==> src/rtl/pairing_result_reader.sv <==
// Streams a block of pairing-core result words out over a valid/ready channel.
// Optional busy-wait timeout is enabled by defining PAIRING_RDR_TIMEOUT_EN.
module pairing_result_reader #(
    parameter int unsigned RD_LAT      = 2,
    parameter int unsigned TIMEOUT_CYC = 1048576
) (
    input  logic         clk,
    input  logic         rstn,
    input  logic         start,
    input  logic [8:0]   base_addr,
    input  logic [4:0]   n_words,
    input  logic         busy_in,
    output logic [8:0]   extout_addr,
    input  logic [288:0] extout_data,
    output logic         m_valid,
    input  logic         m_ready,
    output logic [288:0] m_data,
    output logic [3:0]   m_index,
    output logic         m_last,
    output logic         active,
    output logic         done,
    output logic         err
);

    localparam logic [2:0] S_IDLE      = 3'd0;
    localparam logic [2:0] S_WAIT_BUSY = 3'd1;
    localparam logic [2:0] S_ISSUE     = 3'd2;
    localparam logic [2:0] S_WAIT_LAT  = 3'd3;
    localparam logic [2:0] S_PRESENT   = 3'd4;
    localparam logic [2:0] S_FINISH    = 3'd5;

    // Data becomes valid RD_LAT cycles after the address register is seen by the core,
    // so capture happens on the (RD_LAT+1)th WAIT_LAT cycle.
    localparam logic [3:0] LAT_LAST = 4'(RD_LAT);

    logic [2:0]   state_q, state_d;
    logic [8:0]   base_q, base_d;
    logic [4:0]   n_q, n_d;
    logic [4:0]   idx_q, idx_d;
    logic [3:0]   lat_q, lat_d;
    logic [8:0]   addr_q, addr_d;
    logic [288:0] m_data_q, m_data_d;
    logic         m_valid_q, m_valid_d;
    logic [3:0]   m_index_q, m_index_d;
    logic         m_last_q, m_last_d;
    logic         active_q, active_d;
    logic         done_q, done_d;
    logic         err_q, err_d;
    logic         beat_is_last_s;

`ifdef PAIRING_RDR_TIMEOUT_EN
    localparam int unsigned TO_W    = $clog2(TIMEOUT_CYC + 1);
    localparam logic [TO_W-1:0] TO_LAST = TO_W'(TIMEOUT_CYC - 1);
    logic [TO_W-1:0] to_cnt_q, to_cnt_d;
`endif

    assign beat_is_last_s = ((idx_q + 5'd1) == n_q);

    // Next-state and datapath computation for the read sequencer.
    always_comb begin
        state_d   = state_q;
        base_d    = base_q;
        n_d       = n_q;
        idx_d     = idx_q;
        lat_d     = lat_q;
        addr_d    = addr_q;
        m_data_d  = m_data_q;
        m_valid_d = m_valid_q;
        m_index_d = m_index_q;
        m_last_d  = m_last_q;
        active_d  = active_q;
        done_d    = 1'b0;
        err_d     = 1'b0;
`ifdef PAIRING_RDR_TIMEOUT_EN
        to_cnt_d  = to_cnt_q;
`endif
        case (state_q)
            S_IDLE: begin
                if (start) begin
                    base_d   = base_addr;
                    n_d      = (n_words > 5'd16) ? 5'd16 : n_words;
                    idx_d    = 5'd0;
                    active_d = 1'b1;
                    state_d  = S_WAIT_BUSY;
`ifdef PAIRING_RDR_TIMEOUT_EN
                    to_cnt_d = '0;
`endif
                end else begin
                    state_d = S_IDLE;
                end
            end
            S_WAIT_BUSY: begin
                if (!busy_in) begin
                    if (n_q != 5'd0) begin
                        state_d = S_ISSUE;
                    end else begin
                        state_d  = S_FINISH;
                        done_d   = 1'b1;
                        active_d = 1'b0;
                    end
                end else begin
`ifdef PAIRING_RDR_TIMEOUT_EN
                    if (to_cnt_q == TO_LAST) begin
                        err_d    = 1'b1;
                        active_d = 1'b0;
                        state_d  = S_IDLE;
                    end else begin
                        to_cnt_d = to_cnt_q + TO_W'(1);
                    end
`else
                    state_d = S_WAIT_BUSY;
`endif
                end
            end
            S_ISSUE: begin
                addr_d  = base_q + {4'd0, idx_q};
                lat_d   = 4'd0;
                state_d = S_WAIT_LAT;
            end
            S_WAIT_LAT: begin
                if (lat_q == LAT_LAST) begin
                    m_data_d  = extout_data;
                    m_valid_d = 1'b1;
                    m_index_d = idx_q[3:0];
                    m_last_d  = beat_is_last_s;
                    state_d   = S_PRESENT;
                end else begin
                    lat_d = lat_q + 4'd1;
                end
            end
            S_PRESENT: begin
                if (m_ready) begin
                    m_valid_d = 1'b0;
                    if (beat_is_last_s) begin
                        state_d  = S_FINISH;
                        done_d   = 1'b1;
                        active_d = 1'b0;
                    end else begin
                        idx_d   = idx_q + 5'd1;
                        state_d = S_ISSUE;
                    end
                end else begin
                    state_d = S_PRESENT;
                end
            end
            S_FINISH: begin
                state_d = S_IDLE;
            end
            default: begin
                state_d   = S_IDLE;
                m_valid_d = 1'b0;
                active_d  = 1'b0;
            end
        endcase
    end

    // State and output registers with synchronous active-low reset.
    always_ff @(posedge clk) begin
        if (!rstn) begin
            state_q   <= S_IDLE;
            base_q    <= 9'd0;
            n_q       <= 5'd0;
            idx_q     <= 5'd0;
            lat_q     <= 4'd0;
            addr_q    <= 9'd0;
            m_data_q  <= 289'd0;
            m_valid_q <= 1'b0;
            m_index_q <= 4'd0;
            m_last_q  <= 1'b0;
            active_q  <= 1'b0;
            done_q    <= 1'b0;
            err_q     <= 1'b0;
`ifdef PAIRING_RDR_TIMEOUT_EN
            to_cnt_q  <= '0;
`endif
        end else begin
            state_q   <= state_d;
            base_q    <= base_d;
            n_q       <= n_d;
            idx_q     <= idx_d;
            lat_q     <= lat_d;
            addr_q    <= addr_d;
            m_data_q  <= m_data_d;
            m_valid_q <= m_valid_d;
            m_index_q <= m_index_d;
            m_last_q  <= m_last_d;
            active_q  <= active_d;
            done_q    <= done_d;
            err_q     <= err_d;
`ifdef PAIRING_RDR_TIMEOUT_EN
            to_cnt_q  <= to_cnt_d;
`endif
        end
    end

    assign extout_addr = addr_q;
    assign m_data      = m_data_q;
    assign m_valid     = m_valid_q;
    assign m_index     = m_index_q;
    assign m_last      = m_last_q;
    assign active      = active_q;
    assign done        = done_q;
    assign err         = err_q;

endmodule

==> config.mk <==
export PLATFORM = sky130hd
export DESIGN_NAME = pairing_result_reader
export DESIGN_NICKNAME = d
export VERILOG_FILES = /design/src/rtl/pairing_result_reader.sv
export SDC_FILE = /design/constraint.sdc
export NUM_CORES = 1
export LEC_CHECK = 0
export CELL_PAD_IN_SITES_DETAIL_PLACEMENT = 1
export CELL_PAD_IN_SITES_GLOBAL_PLACEMENT = 1
export CORE_AREA = 8 8 233 235
export CTS_CLUSTER_SIZE = 28
export DETAILED_ROUTE_END_ITERATION = 7
export DIE_AREA = 0 0 241 243
export PLACE_DENSITY = 0.81
export SYNTH_ARGS = -nofsm -noshare
export SYNTH_HDL_FRONTEND = slang
export SYNTH_SLANG_ARGS = --single-unit
export TNS_END_PERCENT = 10
==> constraint.sdc <==
create_clock -name clk -period 2.5 [get_ports clk]
set_input_delay 0.5 -clock clk [delete_from_list [all_inputs] [get_ports clk]]
set_output_delay 0.5 -clock clk [all_outputs]
set_load 0.1 [all_outputs]
==> key figures, run 1 <==
Status
  • Status: finished, final reports clean

Floorplanning
  • Initial Util: 23.7%
  • Die Y: 243 um
  • Die area: 58600 um^2
  • Horiz. Die Dim: 241 um
  • I/O pin cnt: 615
  • CORE AREA: 50700 um^2
  • Rows: 83

STA
  • # setup viols final: 0
  • Min Tclk post-route: 2.28 ns
  • Worst-margin pin slew: 0.714 ns
  • Hold Fails Final Rpt: 0
  • Post-route setup TNS: 0 ns
  • Fmax: 439 MHz
  • Skew final: 0.0177 ns
  • Slew headroom: 52.0%
  • RSZ-0062 raised after global routing: false
  • Final Max Tran Viols: 0
  • Fin crit share: 91.2%

Logic synthesis
  • Top post-synthesis cells by count: 634 x nand2_1, 332 x dfxtp_1, 319 x a21oi_1
  • Distinct cell type count after synthesis: 45
  • EDFF count, synth: 0
  • Syn Area/Cell: 7.85 um^2
  • Largest cells by area after synthesis: dfxtp_1 55%, nand2_1 20%, a21oi_1 13%
  • Yosys top cell by area: dfxtp_1
  • Post-Syn Area: 12000 um^2
  • Async SR Flop Fraction: 0%
  • Top-count cell post-synth: nand2_1
  • Syn_nets: 1845
  • Yosys reg bits: 332
  • Sequential area share after synthesis: 55.4%
  • Synth Flop Type: dfxtp_1
  • Synth top area share: 55.4%
  • Syn. warnings: 0
  • Mapped Cells: 1528

Worst hold path
  • Hold Path Sink: m_data[191]
  • Hold Crit Class: flop to flop
  • Worst hold start: m_data[191]
  • Hold Path Depth: 2

Global route
  • Total Routing Usage GR: 17.5%
  • Initial antenna violation count: 9
  • Vias in the first global route: 13.7k
  • Largest net degree at the start of global routing: 130
  • First-pass GRT wire length: 81.3 mm
  • Gr ovfl total: 0

Worst setup path
  • CP Capture Type: flop
  • Critical-path maximum fanout: 7
  • R2r setup slk: 0.22 ns
  • Worst r2r dst: idx_q[1]
  • Critical Path AT: 2.70 ns
  • Setup CP Type: flop to flop
  • Type of origin of the critical path: flop
  • Reg-to-Reg Start: idx_q[0]
  • Path depth of the worst reg2reg path: 6
  • Worst path required time: 2.92 ns

CTS
  • Insertion delay to the later sink of the worst-skew pair: 0.54 ns
  • H-Tree Level Count: 2
  • TritonCTS clock tree: done
  • Setup bufs post-CTS: 0
  • Total CTS buffers: 39
  • Clock Sinks: 332
  • Clk slew on worst S/H paths: 0.06 ns
  • Resized cells post-CTS: 0
  • Hold Buf Count CTS: 0
  • Clock buffer depth: 3
  • Clock Tree Root: clkbuf_16

Power
  • Peak VDD IR: 0.000428 V
  • Leak Pwr: 7.41 nW
  • Pwr Density: 617 nW/um^2

Detailed routing
  • Routed wire length: 54.7 mm
  • Post-route DRC: 0
  • Mean routed wirelength per cell: 19.4 um
  • Initial drt markers: 419
  • Vias post-DR: 12.8k
  • Vias per inst: 4.53
  • Pre-antenna DRT Iters: 4
  • Final ANT Viol Nets: 0

Layout
  • Final net count: 2418
  • Layout cells sized above 1: 19.1%
  • Fill cells: 6085
  • Final cell count without fillers: 2812
  • P&R area growth vs syn: 62.6%

Place
  • Placer Congestion: 0.843
  • PortBufs: 613
  • Placed cell count: 2740
  • DPL Wire Length: 41.4 mm

Run
  • Max_cap viols: 0
## final cells by class
cell class,instances,area [um^2],area share (%)
Sequential cell,332,6650,34.1
Timing Repair Buffer,645,5820,29.8
Multi-Input combinational cell,1080,4880,25.0
Clock buffer,64,1250,6.42
Tap cell,680,851,4.36
Clock inverter,6,35.0,0.180
Inverter,3,18.8,0.0962
Antenna cell,2,5.00,0.0256
## sequential cells by signal, summed over array words and instances, names as in the netlist
name / cells
m_index: 4
base_q: 9
lat_q: 4
done: 1
active: 1
m_valid: 1
n_q: 5
m_last: 1
extout_addr: 9
idx_q: 5
m_data: 289
state_q: 3
## per-layer routing
| metal | wire [um] | share of wire [%] | GRT usage (%) | vias up |
|---|---|---|---|---|
| met5 | 65 | 0.12 | 0 | - |
| met4 | 1410 | 2.6 | 4.82 | 10 |
| met3 | 5750 | 11 | 7.61 | 91 |
| met2 | 27200 | 50 | 31.8 | 481 |
| met1 | 20200 | 37 | 18.1 | 6050 |
| li1 | - | - | - | 6118 |
## cells in the final DEF, fill, tap and decap left out, drive strengths merged, types with 2 or more instances in the layout
master	instances
a211oi	3
a21o	4
a21oi	319
a31oi	6
and3	4
buf	338
clkbuf	64
clkdlybuf4s50	307
clkinv	4
clkinvlp	2
dfxtp	332
diode	2
ha	8
inv	3
nand2	634
nand3	9
nand3b	7
nand4	6
nor2	14
nor2b	4
nor3	3
nor3b	3
o211ai	2
o21a	2
o21ai	17
o21bai	3
o31ai	2
or3	4
xnor2	7
xor2	4
## how the worst max path moves through the flow
stage                         from         end  cells after the start
after floorplan           idx_q[0]  state_q[2]                      7
after global placement    lat_q[0]  m_data[30]                      8
after detailed placement  lat_q[0]  m_data[50]                      8
after CTS                 lat_q[0]  m_data[58]                      8
after global routing      idx_q[0]  state_q[2]                      6
final                     idx_q[0]    idx_q[1]                      6
## cell families after synthesis
| group | after synthesis | share of synthesized area [%] |
|---|---|---|
| other | 1 | 0.0312 |
| xor gates and xnor gates | 11 | 0.803 |
| buffers and inverters | 116 | 4.10 |
| AOI/OAI and AO/OA | 365 | 15.9 |
| adders and majority gates | 9 | 1.00 |
| muxes | 1 | 0.0834 |
| and+or+nand+nor | 693 | 22.7 |
| DFF | 332 | 55.4 |
## where the power goes
group | switching [mW] | internal (mW) | leakage [nW]
sequential | 0.0481 | 5.33 | 2.68
clock | 2.25 | 3.41 | 0.632
combinational | 0.442 | 0.556 | 4.10
total | 2.74 | 9.30 | 7.41
## stage by stage
step / total power [mW] / hold slack [ns] / util [%] / area (um^2) / setup slack (ns)
after global placement: 6.47 / 0.440 / 35.9 / 18200 / 0.364
after detailed placement: 6.49 / 0.444 / 35.9 / 18200 / 0.217
after floorplan: 5.83 / 0.441 / - / 12000 / 0.569
final: 12.0 / 0.452 / 38.5 / 19500 / 0.220
after global routing: 12.5 / 0.474 / 38.5 / 19500 / 0.119
after CTS: 12.2 / 0.455 / 38.5 / 19500 / 0.150
## critical path, stage by stage, from the launching register on
cell	delay (ns)
dfxtp_1	0.46
ha_1	0.32
nand3_1	0.17
o21a_1	0.24
o31ai_1	0.64
nand2_1	0.18
mux2i_1	0.16
Note: power is estimated with default switching activity, not from simulation.
==> run 2: changes to the inputs <==
RECOVER_POWER = 100   (was default)
==> run 2 against run 1 <==
Against the previous run:
- maximum frequency about the same
- hold slack lost 0.00083 ns
- clock power barely moved
- combinational power is 2% lower
- non-clock buffer count unchanged
- critical path depth unchanged
- register-to-register slack barely moved
- first-iteration DRC count up 4.1%
- largest power group unchanged
- sequential share of layout area rose by 1.5 points
- die area unchanged
- clock skew down 0.0013 ns
==> key figures, run 2 (synthesis results as in run 1) <==
Status
  • Status: finished, final reports clean

Worst setup path
  • CP max stage delay: 0.64 ns
  • Setup CP Type: flop to flop
  • Critical Path AT: 2.70 ns
  • Critical path, cell by cell: ha_1, nand3_1, o21a_1, o31ai_1, nand2_1, mux2i_1
  • Worst path required time: 2.92 ns
  • Slowest stage cell, crit path: o31ai_1
  • CP Capture Type: flop
  • Critical-path maximum fanout: 7
  • Type of origin of the critical path: flop

Place
  • DPL Wire Length: 41.4 mm
  • PortBufs: 613
  • Placed cell count: 2740
  • Placer Congestion: 0.843

CTS
  • H-Tree Level Count: 2
  • Clock Sinks: 332
  • Clock Tree Root: clkbuf_16
  • Clk slew on worst S/H paths: 0.06 ns
  • TritonCTS clock tree: done
  • Total CTS buffers: 39
  • Hold Buf Count CTS: 0
  • Insertion delay to the later sink of the worst-skew pair: 0.54 ns
  • Clock buffer depth: 3

Layout
  • Layout cells sized above 1: 18.9%
  • Final net count: 2418
  • Max reg flops: 289
  • Final cell count without fillers: 2811
  • P&R area growth vs syn: 55.9%
  • Most frequent cells in the layout: 634 x nand2_1, 332 x dfxtp_1, 319 x a21oi_1, 307 x clkdlybuf4s50_1, 306 x clkbuf_2
  • Commonest non-fill, non-tap cell in the layout: nand2_1

STA
  • Post-route setup TNS: 0 ns
  • Fmax: 439 MHz
  • Final Max Tran Viols: 0
  • Slew headroom: 51.4%
  • # setup viols final: 0
  • Min Tclk post-route: 2.28 ns
  • Hold Fails Final Rpt: 0
  • Skew final: 0.0164 ns
  • Fin crit share: 91.2%
  • Worst-margin pin slew: 0.724 ns
  • RSZ-0062 raised after global routing: false

Floorplanning
  • Die Y: 243 um
  • CORE AREA: 50700 um^2
  • Die area: 58600 um^2
  • Initial Util: 23.7%
  • Rows: 83
  • Horiz. Die Dim: 241 um
  • I/O pin cnt: 615

Detailed routing
  • Mean routed wirelength per cell: 19.4 um
  • Pre-antenna DRT Iters: 4
  • Vias per inst: 4.53
  • Routed wire length: 54.6 mm
  • Final ANT Viol Nets: 0
  • Initial drt markers: 436
  • Post-route DRC: 0
  • Vias post-DR: 12.7k

Power
  • Sw Pwr: 2.74 mW
  • Leak Pwr: 7.14 nW
  • Power share of the combinational group: 8.2%
  • Clk pwr share: 47.1%
  • P_int: 9.29 mW
  • Sequential power share: 44.7%
  • Sw Ratio: 22.8%
  • Pwr Density: 643 nW/um^2
  • Peak VDD IR: 0.000422 V

Global route
  • Total Routing Usage GR: 17.5%
  • Initial antenna violation count: 9
  • Gr ovfl total: 0
  • Vias in the first global route: 13.7k
  • Largest net degree at the start of global routing: 130
  • First-pass GRT wire length: 81.3 mm

Run
  • Max_cap viols: 0

Worst hold path
  • Hold Crit Class: flop to flop
-- run 2: cell types whose count changed in the layout (fill, tap and decap cells not counted), sizes merged --
cell | previous run | this run
buf | 338 | 30
clkbuf | 64 | 372
diode | 2 | 1
-- run 2: final cells by class --
type / count / area, um^2
sequential: 332 / 6650
inverter: 3 / 18.8
timing repair buffer: 645 / 5030
antenna: 1 / 2.50
multi-input combinational: 1080 / 4870
tap: 680 / 851
clock inverter: 6 / 35.0
clock buffer: 64 / 1250
fill: 6170 / 32000
-- run 2: metrics by stage --
stage	setup WS [ns]	hold slack [ns]	instance area, um^2	power (mW)	utilization [%]
finish	0.220	0.452	18700	12.0	36.9
global route	0.0677	0.472	18700	12.5	36.9
CTS	0.150	0.455	19500	12.2	38.5
detailed placement	0.217	0.444	18200	6.49	35.9
global placement	0.364	0.440	18200	6.47	35.9
floorplan	0.569	0.441	12000	5.83	-
-- run 2: worst max-delay path, delay by kind of cell, from the launching register on --
kind,cells,cell delay (ns)
AO/OA/AOI/OAI,2,0.87
flip-flops,1,0.46
AND/OR/NAND/NOR,2,0.36
adder cells (fa/ha/maj),1,0.32
multiplexers,1,0.16
-- run 2: timing repair --
action                                  4_1_cts  5_1_grt
setup buffers                                 0        0
resized for setup                             0        1
endpoints found under the setup margin        0        1
endpoints found under the hold margin         0        0
-- run 2: worst paths after layout --
| check | startpoint | endpoint | slack (ns) | cells after the start |
|---|---|---|---|---|
| setup reg to reg | idx_q[0] | idx_q[1] | 0.22 | 6 |
| hold / removal | m_data[191] | m_data[191] | 0.45 | 2 |
| hold reg to reg | m_data[191] | m_data[191] | 0.45 | 2 |
| setup / recovery | idx_q[0] | idx_q[1] | 0.22 | 6 |
-- run 2: per-layer routing --
metal	track usage [%]	share of wire [%]	wire length, um
met1	18.1	37	20300
met5	0	0.12	65
met4	4.82	2.7	1450
met3	7.61	10	5630
met2	31.8	50	27100
-- run 2: power groups by stage --
stage / clock network, mW / logic, mW / registers, mW
after floorplan: 0 / 0.271 / 5.56
after global placement: 0 / 0.977 / 5.49
after detailed placement: 0 / 0.992 / 5.49
after CTS: 5.86 / 1.00 / 5.38
after global routing: 6.06 / 1.05 / 5.38
final: 5.67 / 0.983 / 5.38
